===== config.mk =====
export PLATFORM = sky130hd
export DESIGN_NAME = half_subtractor
export DESIGN_NICKNAME = d
export VERILOG_FILES = /design/src/rtl/half_subtractor_pkg.sv /design/src/rtl/half_subtractor_cell.sv /design/src/rtl/half_subtractor.sv
export SDC_FILE = /design/constraint.sdc
export NUM_CORES = 1
export LEC_CHECK = 0
export BUFFER_PORTS_ARGS = -buffer_cell sky130_fd_sc_hd__buf_2
export CAP_MARGIN = 10
export CORE_AREA = 2 2 39 41
export CTS_CLUSTER_DIAMETER = 150
export DETAILED_ROUTE_END_ITERATION = 8
export DIE_AREA = 0 0 41 43
export SYNTH_ARGS = -nofsm -noshare
export SYNTH_HDL_FRONTEND = slang
export SYNTH_SLANG_ARGS = --single-unit
export TNS_END_PERCENT = 50

===== constraint.sdc =====
create_clock -name clk -period 0.8 [get_ports clk]
set_input_delay 0.08 -clock clk [delete_from_list [all_inputs] [get_ports clk]]
set_output_delay 0.08 -clock clk [all_outputs]
set_load 0.03 [all_outputs]

===== src/rtl/half_subtractor_pkg.sv =====
// Shared constants for the half_subtractor block.
//   HS_MAX_WIDTH : largest supported lane count
//   HS_DIFF_RST  : reset value of every diff lane
//   HS_BO_RST    : reset value of every borrow lane (also bo_any)
package half_subtractor_pkg;

  localparam int unsigned HS_MAX_WIDTH = 64;

  localparam logic HS_DIFF_RST = 1'b0;
  localparam logic HS_BO_RST   = 1'b0;

endpackage : half_subtractor_pkg


===== src/rtl/half_subtractor_cell.sv =====
// Single-bit half subtractor, purely combinational: a - b with no borrow-in.
//   a, b : minuend / subtrahend bit
//   diff : difference bit
//   bo   : borrow-out bit
module half_sub_cell (
  input  logic a,
  input  logic b,
  output logic diff,
  output logic bo
);

  assign diff = a ^ b;
  assign bo   = ~a & b;

endmodule : half_sub_cell


===== src/rtl/half_subtractor.sv =====
// Registered, lane-parallel half subtractor. Each lane computes a - b
// independently. Results load on an in_valid edge and hold otherwise.
//   clk       : clock, rising edge
//   rst       : synchronous active-high reset, priority over in_valid
//   in_valid  : capture strobe for a/b
//   a, b      : per-lane minuend / subtrahend
//   diff, bo  : registered per-lane difference / borrow-out
//   bo_any    : registered OR of the lane borrows
//   out_valid : one-cycle pulse after each accepted strobe
module half_subtractor
  import half_subtractor_pkg::*;
#(
  parameter int unsigned WIDTH = 1
) (
  input  logic             clk,
  input  logic             rst,
  input  logic             in_valid,
  input  logic [WIDTH-1:0] a,
  input  logic [WIDTH-1:0] b,
  output logic [WIDTH-1:0] diff,
  output logic [WIDTH-1:0] bo,
  output logic             bo_any,
  output logic             out_valid
);

  // Elaboration-time range check on the lane count.
  if ((WIDTH < 1) || (WIDTH > HS_MAX_WIDTH)) begin : g_width_check
    $error("half_subtractor: WIDTH out of range 1..HS_MAX_WIDTH");
  end

  logic [WIDTH-1:0] diff_c;
  logic [WIDTH-1:0] bo_c;
  logic             bo_any_c;

  // One independent cell per lane; no borrow chaining.
  for (genvar i = 0; i < WIDTH; i++) begin : g_lane
    half_sub_cell u_cell (
      .a    (a[i]),
      .b    (b[i]),
      .diff (diff_c[i]),
      .bo   (bo_c[i])
    );
  end

  assign bo_any_c = |bo_c;

  // Output and valid registers; data holds when not strobed.
  always_ff @(posedge clk) begin
    if (rst) begin
      diff      <= {WIDTH{HS_DIFF_RST}};
      bo        <= {WIDTH{HS_BO_RST}};
      bo_any    <= HS_BO_RST;
      out_valid <= 1'b0;
    end else begin
      out_valid <= in_valid;
      if (in_valid) begin
        diff   <= diff_c;
        bo     <= bo_c;
        bo_any <= bo_any_c;
      end
    end
  end

endmodule : half_subtractor


==> results of run 1 <==
==> cell type report <==
class / instances / area share
multi-input cells: 6 / 0.201
inverters: 1 / 0.0172
well taps: 16 / 0.0920
clock buffers: 4 / 0.121
flip-flops and latches: 3 / 0.287
repair buffers: 8 / 0.282
==> worst paths after layout <==
check | startpoint | endpoint | slack, ns
setup / recovery | bo_any | bo | 0.01
hold / removal | rst | bo_any | 0.04
setup reg to reg | diff | diff | 0.16
hold reg to reg | diff | diff | 0.49
==> cell usage after synthesis (all sizes together) <==
master | instances | area share
dfxtp | 3 | 0.52
nor2 | 2 | 0.065
buf | 1 | 0.065
ha | 1 | 0.11
inv | 1 | 0.033
nor2b | 1 | 0.054
a211oi | 1 | 0.065
mux2i | 1 | 0.087
==> logic make-up after synthesis <==
logic type / synth area share
adders and majority gates: 0.109
buffers and inverters: 0.0978
and+or+nand+nor: 0.120
AOI/OAI and AO/OA: 0.0652
DFF: 0.522
muxes: 0.0870
==> metal layers <==
metal,part of all wire,track usage,routed length (um)
met2,0.34,0.0406,91
met3,0.25,0.0576,66
met1,0.41,0.0287,109
met4,0,0.0400,0
met5,0,0,0
==> sequential cells by signal, indices dropped and copies added, names as in the netlist <==
register and flops:
diff 1, bo_any 1, out_valid 1
==> per-stage QoR <==
step	std cells	utilization	cell area [um^2]	hold slack, ns	power, mW
floorplan	11	-	116	0.145	0.203
global route	38	0.157	218	0.0284	0.535
detailed placement	34	0.122	169	0.275	0.226
global placement	34	0.122	169	0.271	0.226
CTS	38	0.153	211	0.0257	0.507
finish	38	0.157	218	0.0387	0.496
==> power by group through the flow <==
| stage | sequential, mW | clock (mW) | combinational [mW] |
|---|---|---|---|
| 3_3_place_gp | 0.166 | 0 | 0.0599 |
| 3_5_place_dp | 0.166 | 0 | 0.0600 |
| 4_1_cts | 0.165 | 0.275 | 0.0669 |
| 2_1_floorplan | 0.184 | 0 | 0.0197 |
| 5_1_grt | 0.167 | 0.290 | 0.0771 |
| 6_report | 0.166 | 0.260 | 0.0703 |
==> what timing repair did <==
| item | CTS | global route |
|---|---|---|
| setup endpoints to repair | 3 | 4 |
| gates resized for setup | 6 | 3 |
| pin swaps | 0 | 0 |
| cloned | 0 | 0 |
==> results.sh, run 1 <==
export IMPL_routed_wirelength_um=267
export IMPL_dieArea_um2=1760
export IMPL_final_common_cell="buf_2"
export IMPL_hold_depth=2
export IMPL_place_congestion=0.489
export IMPL_crit_arrival_ns=0.71
export IMPL_hold_path_class="in -> reg"
export IMPL_finClkSkew_ns=0
export IMPL_cts_tree="done"
export IMPL_antenna_found_initial=0
export IMPL_intPower_mw=0.380
export IMPL_worstSkewPairLatency_ns=0.23
export IMPL_core_um2=1380
export IMPL_p_switching_mw=0.116
export IMPL_syn_avg_cell_area_um2=10.5
export IMPL_status="complete, no violations"
export IMPL_wire_per_inst_um=7.03
export IMPL_path_buf_inv=1
export IMPL_die_w_um=41
export IMPL_max_freq_mhz=1270
export IMPL_ant_nets=0
export IMPL_crit_fanout=3
export IMPL_synth_area_um2=115
export IMPL_syn_inst=11
export IMPL_final_max_slew_violation_count=0
export IMPL_drive_above_1_share=0.591
export IMPL_ys_warn_count=0
export IMPL_ir_worst_vdd_uv=350
export IMPL_grt_ovfl_total=0
export IMPL_period_share=0.982
export IMPL_slew_headroom=0.888
export IMPL_finalHoldViolCount=0
export IMPL_drt_iter0_markers=0
export IMPL_cts_setup_buffers=0
export IMPL_grt_pass1_wl_um=379
export IMPL_cts_path_max_buffers=2
export IMPL_crit_type="reg -> out"
export IMPL_clock_root_buffer="clkbuf_4"
export IMPL_grt_pass1_vias=108
export IMPL_via_per_inst=3.00
export IMPL_n_fill_cell=159
export IMPL_htreeDepth=1
export IMPL_p_comb_frac=0.142
export IMPL_cts_buffers=3
export IMPL_drt_pass1_iterations=1
export IMPL_postCtsHoldBufs=0
export IMPL_crit_path_max_incr_delay_ns=0.34
export IMPL_fin_ws_ns=0.0143
export IMPL_grtUsageTotal=0.0390
export IMPL_io_pins=9
export IMPL_ys_seq_area_frac=0.522
export IMPL_cp_top_family="flip-flops"
export IMPL_clkTransAtPathRegs_ns=0.03
export IMPL_port_buffer_count=8
export IMPL_drc=0
export IMPL_crit_slowest_cell="dfxtp_2"
export IMPL_yosysUniqueCellTypes=8
export IMPL_clock_sinks=3
export IMPL_multi_input_area_um2=43.8
export IMPL_rsz0062_at_grt="true"
export IMPL_tightest_slew_ns=0.167
export IMPL_nNetsFinal=29
export IMPL_path_depth=1
export IMPL_endpoint_kind="output pin"
export IMPL_die_y_um=43
export IMPL_clkPwrFrac=0.523
export IMPL_synth_nets=17
export IMPL_antennaDiodeCount=0
export IMPL_grt_max_degree=5
export IMPL_post_place_ws_ns=0.0101
export IMPL_period_minus_slack_ns=0.786
export IMPL_swShare=0.234
export IMPL_fin_setup_tns_ns=0
export IMPL_area_growth_pct=89.1
export IMPL_start_util=0.0832
export IMPL_final_seq_area_um2=62.6
export IMPL_ys_ff_latch=3
export IMPL_vias=114
export IMPL_seq_power_share=0.335
export IMPL_final_cell_mix="buf_2 (4), clkbuf_4 (3), buf_6 (3), nor2_1 (2), dfxtp_2 (2)"
export IMPL_rows=14
export IMPL_p_per_area_nw_per_um2=2280
export IMPL_worstPathCellList="buf_6"
export IMPL_setup_viol=0
export IMPL_crit_required_ns=0.72
export IMPL_maxCapViolCount=0
export IMPL_worstSetupStartpointType="register"
export IMPL_p_leak_nw=0.106
export IMPL_rr_worst_depth=2
(Power assumes the default switching activity.)
==> run 2, diff against run 1 <==
--- a/config.mk
+++ b/config.mk
@@ -5,7 +5,7 @@
 export SDC_FILE = /design/constraint.sdc
 export NUM_CORES = 1
 export LEC_CHECK = 0
-export BUFFER_PORTS_ARGS = -buffer_cell sky130_fd_sc_hd__buf_2
+export BUFFER_PORTS_ARGS = -buffer_cell sky130_fd_sc_hd__buf_4
 export CAP_MARGIN = 10
 export CORE_AREA = 2 2 39 41
 export CTS_CLUSTER_DIAMETER = 150
==> run 2 against run 1 <==
Non-clock buffer count did not move. Clock power hardly changed. Worst hold slack got worse by 0.020 ns. Critical path depth unchanged. Sequential share of layout area is 1.3 points lower. Wire length decreased by 11%. Critical endpoint unchanged. Largest power group unchanged.
==> results.sh, run 2 (synthesis results as in run 1) <==
export IMPL_status="complete, no violations"
export IMPL_crit_path_max_incr_delay_ns=0.34
export IMPL_top_regs="bo_any (1), diff (1), out_valid (1)"
export IMPL_grt_max_degree=5
export IMPL_finalHoldViolCount=0
export IMPL_finClkSkew_ns=0
export IMPL_htreeDepth=1
export IMPL_dp_hpwl_um=196
export IMPL_rsz0062_at_grt="true"
export IMPL_port_buffer_count=8
export IMPL_drc=0
export IMPL_period_share=0.976
export IMPL_final_util=0.165
export IMPL_final_cell_mix="buf_4 (5), clkbuf_4 (3), buf_6 (3), nor2_1 (2), dfxtp_2 (2)"
export IMPL_antennaDiodeCount=0
export IMPL_post_place_ws_ns=0.0267
export IMPL_p_total_mw=0.499
export IMPL_design_area_um2=228
export IMPL_ir_worst_vdd_uv=304
export IMPL_setup_viol=0
export IMPL_via_per_inst=2.74
export IMPL_place_congestion=0.505
export IMPL_nNetsFinal=29
export IMPL_tightest_slew_ns=0.163
export IMPL_slew_headroom=0.890
export IMPL_maxCapViolCount=0
export IMPL_endpoint_kind="output pin"
export IMPL_final_max_slew_violation_count=0
export IMPL_fin_setup_tns_ns=0
export IMPL_start_util=0.0832
export IMPL_dpl_cell_area_um2=189
export IMPL_hold_path_class="in -> reg"
export IMPL_p_per_area_nw_per_um2=2190
export IMPL_p_leak_nw=0.109
export IMPL_placed_cells=34
export IMPL_vias=104
export IMPL_cts_path_max_buffers=2
export IMPL_die_w_um=41
export IMPL_worstPathCellList="buf_6"
export IMPL_crit_type="reg -> out"
export IMPL_worst_hold_slack_ns=0.0187
export IMPL_cts_buffers=3
export IMPL_drive_above_1_share=0.591
export IMPL_n_fill_cell=167
export IMPL_grt_pass1_wl_um=345
export IMPL_max_freq_mhz=1280
export IMPL_drt_pass1_iterations=2
export IMPL_cts_tree="done"
export IMPL_worstSkewPairLatency_ns=0.23
export IMPL_path_buf_inv=1
export IMPL_worstSetupStartpointType="register"
export IMPL_ant_nets=0
export IMPL_crit_slowest_cell="dfxtp_2"
export IMPL_wire_per_inst_um=6.26
export IMPL_clock_root_buffer="clkbuf_4"
export IMPL_grt_ovfl_total=0
export IMPL_cp_top_family="flip-flops"
export IMPL_fin_ws_ns=0.0195
export IMPL_clkTransAtPathRegs_ns=0.03
export IMPL_crit_arrival_ns=0.70
export IMPL_core_um2=1380
export IMPL_grtUsageTotal=0.0380
export IMPL_antenna_found_initial=0
export IMPL_die_y_um=43
export IMPL_cts_setup_buffers=0
export IMPL_routed_wirelength_um=238
export IMPL_rows=14
export IMPL_final_cells=38
export IMPL_final_common_cell="buf_4"
export IMPL_multi_input_area_um2=43.8
export IMPL_area_growth_pct=97.8
export IMPL_crit_fanout=3
export IMPL_crit_required_ns=0.72
export IMPL_final_seq_area_um2=62.6
export IMPL_grt_pass1_vias=93
export IMPL_period_minus_slack_ns=0.780
export IMPL_clock_sinks=3
export IMPL_drt_iter0_markers=2
export IMPL_io_pins=9
export IMPL_dieArea_um2=1760
[run 2: cell counts in the layout (fill, tap and decap cells not counted)]
Identical to the previous run, type by type.
[run 2: area by class of cell]
class,instances,share of cell area
flip-flops and latches,3,0.275
multi-input cells,6,0.192
inverters,1,0.0165
clock buffers,4,0.115
well taps,16,0.0879
repair buffers,8,0.313
[run 2: path summary, 6_finish.rpt]
check / from / end / slack, ns / depth (start not counted)
hold / removal: rst / diff / 0.02 / 2
hold reg to reg: diff / diff / 0.49 / 2
setup / recovery: bo_any / bo / 0.02 / 1
setup reg to reg: diff / diff / 0.17 / 2
[run 2: report_power, final]
| part | leakage (nW) | internal, mW | switching, mW |
|---|---|---|---|
| clock | 0.0150 | 0.186 | 0.0706 |
| sequential | 0.0255 | 0.161 | 0.00534 |
| combinational | 0.0685 | 0.0388 | 0.0374 |
[run 2: repair_timing]
action,CTS,global route
endpoints found under the setup margin,2,3
resized for setup,3,1
hold buffers,0,0
[run 2: metal layers]
metal	GRT usage	up-vias	share of wire
li1	-	57	-
met1	0.0382	38	0.50
met2	0.0250	9	0.28
met3	0.0471	0	0.21
met4	0.0600	0	0
met5	0	-	0
==> run 3, diff against run 2 <==
--- a/config.mk
+++ b/config.mk
@@ -5,6 +5,7 @@
 export SDC_FILE = /design/constraint.sdc
 export NUM_CORES = 1
 export LEC_CHECK = 0
+export ABC_AREA = 1
 export BUFFER_PORTS_ARGS = -buffer_cell sky130_fd_sc_hd__buf_4
 export CAP_MARGIN = 10
 export CORE_AREA = 2 2 39 41
==> constraint.sdc (replaced) <==
create_clock -name clk -period 0.85 [get_ports clk]
set_input_delay 0.085 -clock clk [delete_from_list [all_inputs] [get_ports clk]]
set_output_delay 0.085 -clock clk [all_outputs]
set_load 0.03 [all_outputs]
==> run 3 against run 2 <==
Register-to-register slack improved by 0.06 ns. Non-clock buffer count unchanged. Count of clock-buffer cells in the layout unchanged. Area after synthesis increased by 9.8%. Total power decreased by 3.2%. Worst hold slack got worse by 0.0057 ns. Critical path depth unchanged. Utilization decreased by 0.18 points. Combinational power increased by 4.2%. Sequential share of layout area decreased by 0.81 points. Die area unchanged. Critical path type unchanged. Critical endpoint unchanged.
==> results.sh, run 3 <==
export IMPL_worstSkewPairLatency_ns=0.23
export IMPL_rr_worst_depth=2
export IMPL_setup_viol=0
export IMPL_yosysMostFrequentCell="inv_1"
export IMPL_finClkSkew_ns=0
export IMPL_synth_largest_area_cell="dfxtp_1"
export IMPL_ant_nets=0
export IMPL_hold_path_class="in -> reg"
export IMPL_start_util=0.0913
export IMPL_status="complete, no violations"
export IMPL_slew_headroom=0.906
export IMPL_vias=130
export IMPL_period_minus_slack_ns=0.812
export IMPL_crit_required_ns=0.76
export IMPL_period_share=0.956
export IMPL_crit_arrival_ns=0.73
export IMPL_rsz0062_at_grt="false"
export IMPL_grt_max_degree=5
export IMPL_crit_type="reg -> out"
export IMPL_core_um2=1380
export IMPL_drt_pass1_iterations=2
export IMPL_ys_seq_area_frac=0.475
export IMPL_drt_iter0_markers=3
export IMPL_cts_path_max_buffers=2
export IMPL_cts_buffers=3
export IMPL_syn_inst=16
export IMPL_final_cell_mix="buf_4 (8), inv_1 (4), nor2_1 (3), dfxtp_1 (3), clkbuf_4 (3)"
export IMPL_synth_top_cell_area_share=0.475
export IMPL_hold_depth=2
export IMPL_worstSetupStartpointType="register"
export IMPL_clock_root_buffer="clkbuf_4"
export IMPL_grt_pass1_wl_um=372
export IMPL_wire_per_inst_um=5.93
export IMPL_yosysUniqueCellTypes=9
export IMPL_crit_path_max_incr_delay_ns=0.33
export IMPL_synth_area_leaders="dfxtp_1 (48%), inv_1 (12%), ha_1 (9.9%)"
export IMPL_ys_warn_count=0
export IMPL_nNetsFinal=34
export IMPL_postCtsHoldBufs=0
export IMPL_maxCapViolCount=0
export IMPL_p_leak_nw=0.125
export IMPL_grtUsageTotal=0.0380
export IMPL_ys_ff_latch=3
export IMPL_ir_worst_vdd_uv=283
export IMPL_worst_hold_slack_ns=0.0130
export IMPL_cp_top_family="flip-flops"
export IMPL_final_max_slew_violation_count=0
export IMPL_top_regs="bo_any (1), diff (1), out_valid (1)"
export IMPL_io_pins=9
export IMPL_finalHoldViolCount=0
export IMPL_cts_tree="done"
export IMPL_antenna_found_initial=0
export IMPL_antennaDiodeCount=0
export IMPL_synth_top_flop_cell="dfxtp_1"
export IMPL_via_per_inst=3.02
export IMPL_rows=14
export IMPL_htreeDepth=1
export IMPL_grt_pass1_vias=118
export IMPL_place_congestion=0.449
export IMPL_synth_edf_count=0
export IMPL_reg2reg_to="bo_any"
export IMPL_synthTopCellsByCount="inv_1 (4), dfxtp_1 (3), nor2_1 (3)"
export IMPL_regToRegStartpoint="bo_any"
export IMPL_drc=0
export IMPL_routed_wirelength_um=255
export IMPL_drive_above_1_share=0.444
export IMPL_tightest_slew_ns=0.139
export IMPL_fin_setup_tns_ns=0
export IMPL_synth_nets=22
export IMPL_grt_ovfl_total=0
export IMPL_dp_hpwl_um=206
export IMPL_endpoint_kind="output pin"
export IMPL_worstPathCellList="buf_4"
export IMPL_syn_avg_cell_area_um2=7.90
export IMPL_crit_fanout=3
export IMPL_async_flop_share=0
export IMPL_max_freq_mhz=1230
export IMPL_port_buffer_count=8
export IMPL_p_per_area_nw_per_um2=2150
export IMPL_final_common_cell="buf_4"
export IMPL_hp_start="rst"
export IMPL_final_util=0.163
export IMPL_cts_setup_buffers=0
export IMPL_clock_sinks=3
export IMPL_clkTransAtPathRegs_ns=0.04
export IMPL_die_y_um=43
export IMPL_dieArea_um2=1760
export IMPL_die_w_um=41
export IMPL_regToRegSetupSlack_ns=0.23
export IMPL_postCtsResizedCells=0
export IMPL_synth_area_um2=126
export IMPL_holdPathEnd="out_valid"
export IMPL_path_buf_inv=1
export IMPL_crit_slowest_cell="dfxtp_1"
export IMPL_area_growth_pct=78.2
==> run 3: changes by cell type after synthesis, sizes merged <==
cell    previous run  this run
nor2               2         4
nand2              0         1
mux2i              1         0
nor2b              1         0
o21ai              0         2
a211oi             1         0
inv                1         4
==> run 3: per-stage QoR <==
stage          cell area [um^2]  setup WS [ns]  instances  power (mW)
6_report                    225         0.0377         43       0.483
3_5_place_dp                199          0.115         39       0.238
5_1_grt                     225        0.00696         43       0.517
2_1_floorplan               126         0.0513         16       0.204
4_1_cts                     225         0.0241         43       0.497
3_3_place_gp                199          0.135         39       0.237
==> run 3: per-layer routing <==
layer	wire length, um	part of all wire	track usage	up-vias
met3	34	0.13	0.0157	0
met4	0	0	0.0800	0
met2	136	0.53	0.0500	8
met5	0	0	0	-
met1	84	0.33	0.0223	55
li1	-	-	-	67
==> run 3: power breakdown <==
part,total (mW),switching [mW],internal [mW]
sequential,0.155,0.00436,0.151
clock,0.249,0.0727,0.176
combinational,0.0794,0.0442,0.0352
total,0.483,0.121,0.362
==> run 3: worst max path at each step <==
stage                     depth (start not counted)  startpoint     end
after floorplan                                   1      bo_any  bo_any
after global placement                            6           a    diff
after detailed placement                          6           a    diff
after CTS                                         1      bo_any      bo
after global routing                              1      bo_any  bo_any
final                                             1      bo_any      bo
==> run 3: final cells by class <==
class,count,area (um^2)
fillers,160,1160
flip-flops and latches,3,60.1
repair buffers,8,60.1
multi-input cells,8,43.8
clock buffers,4,26.3
well taps,16,20.0
inverters,4,15.0
==> run 3: logic make-up after synthesis <==
logic type                 synth area share
adders and majority gates            0.0990
and+or+nand+nor                       0.168
buffers and inverters                 0.178
AOI/OAI and AO/OA                    0.0791
DFF                                   0.475
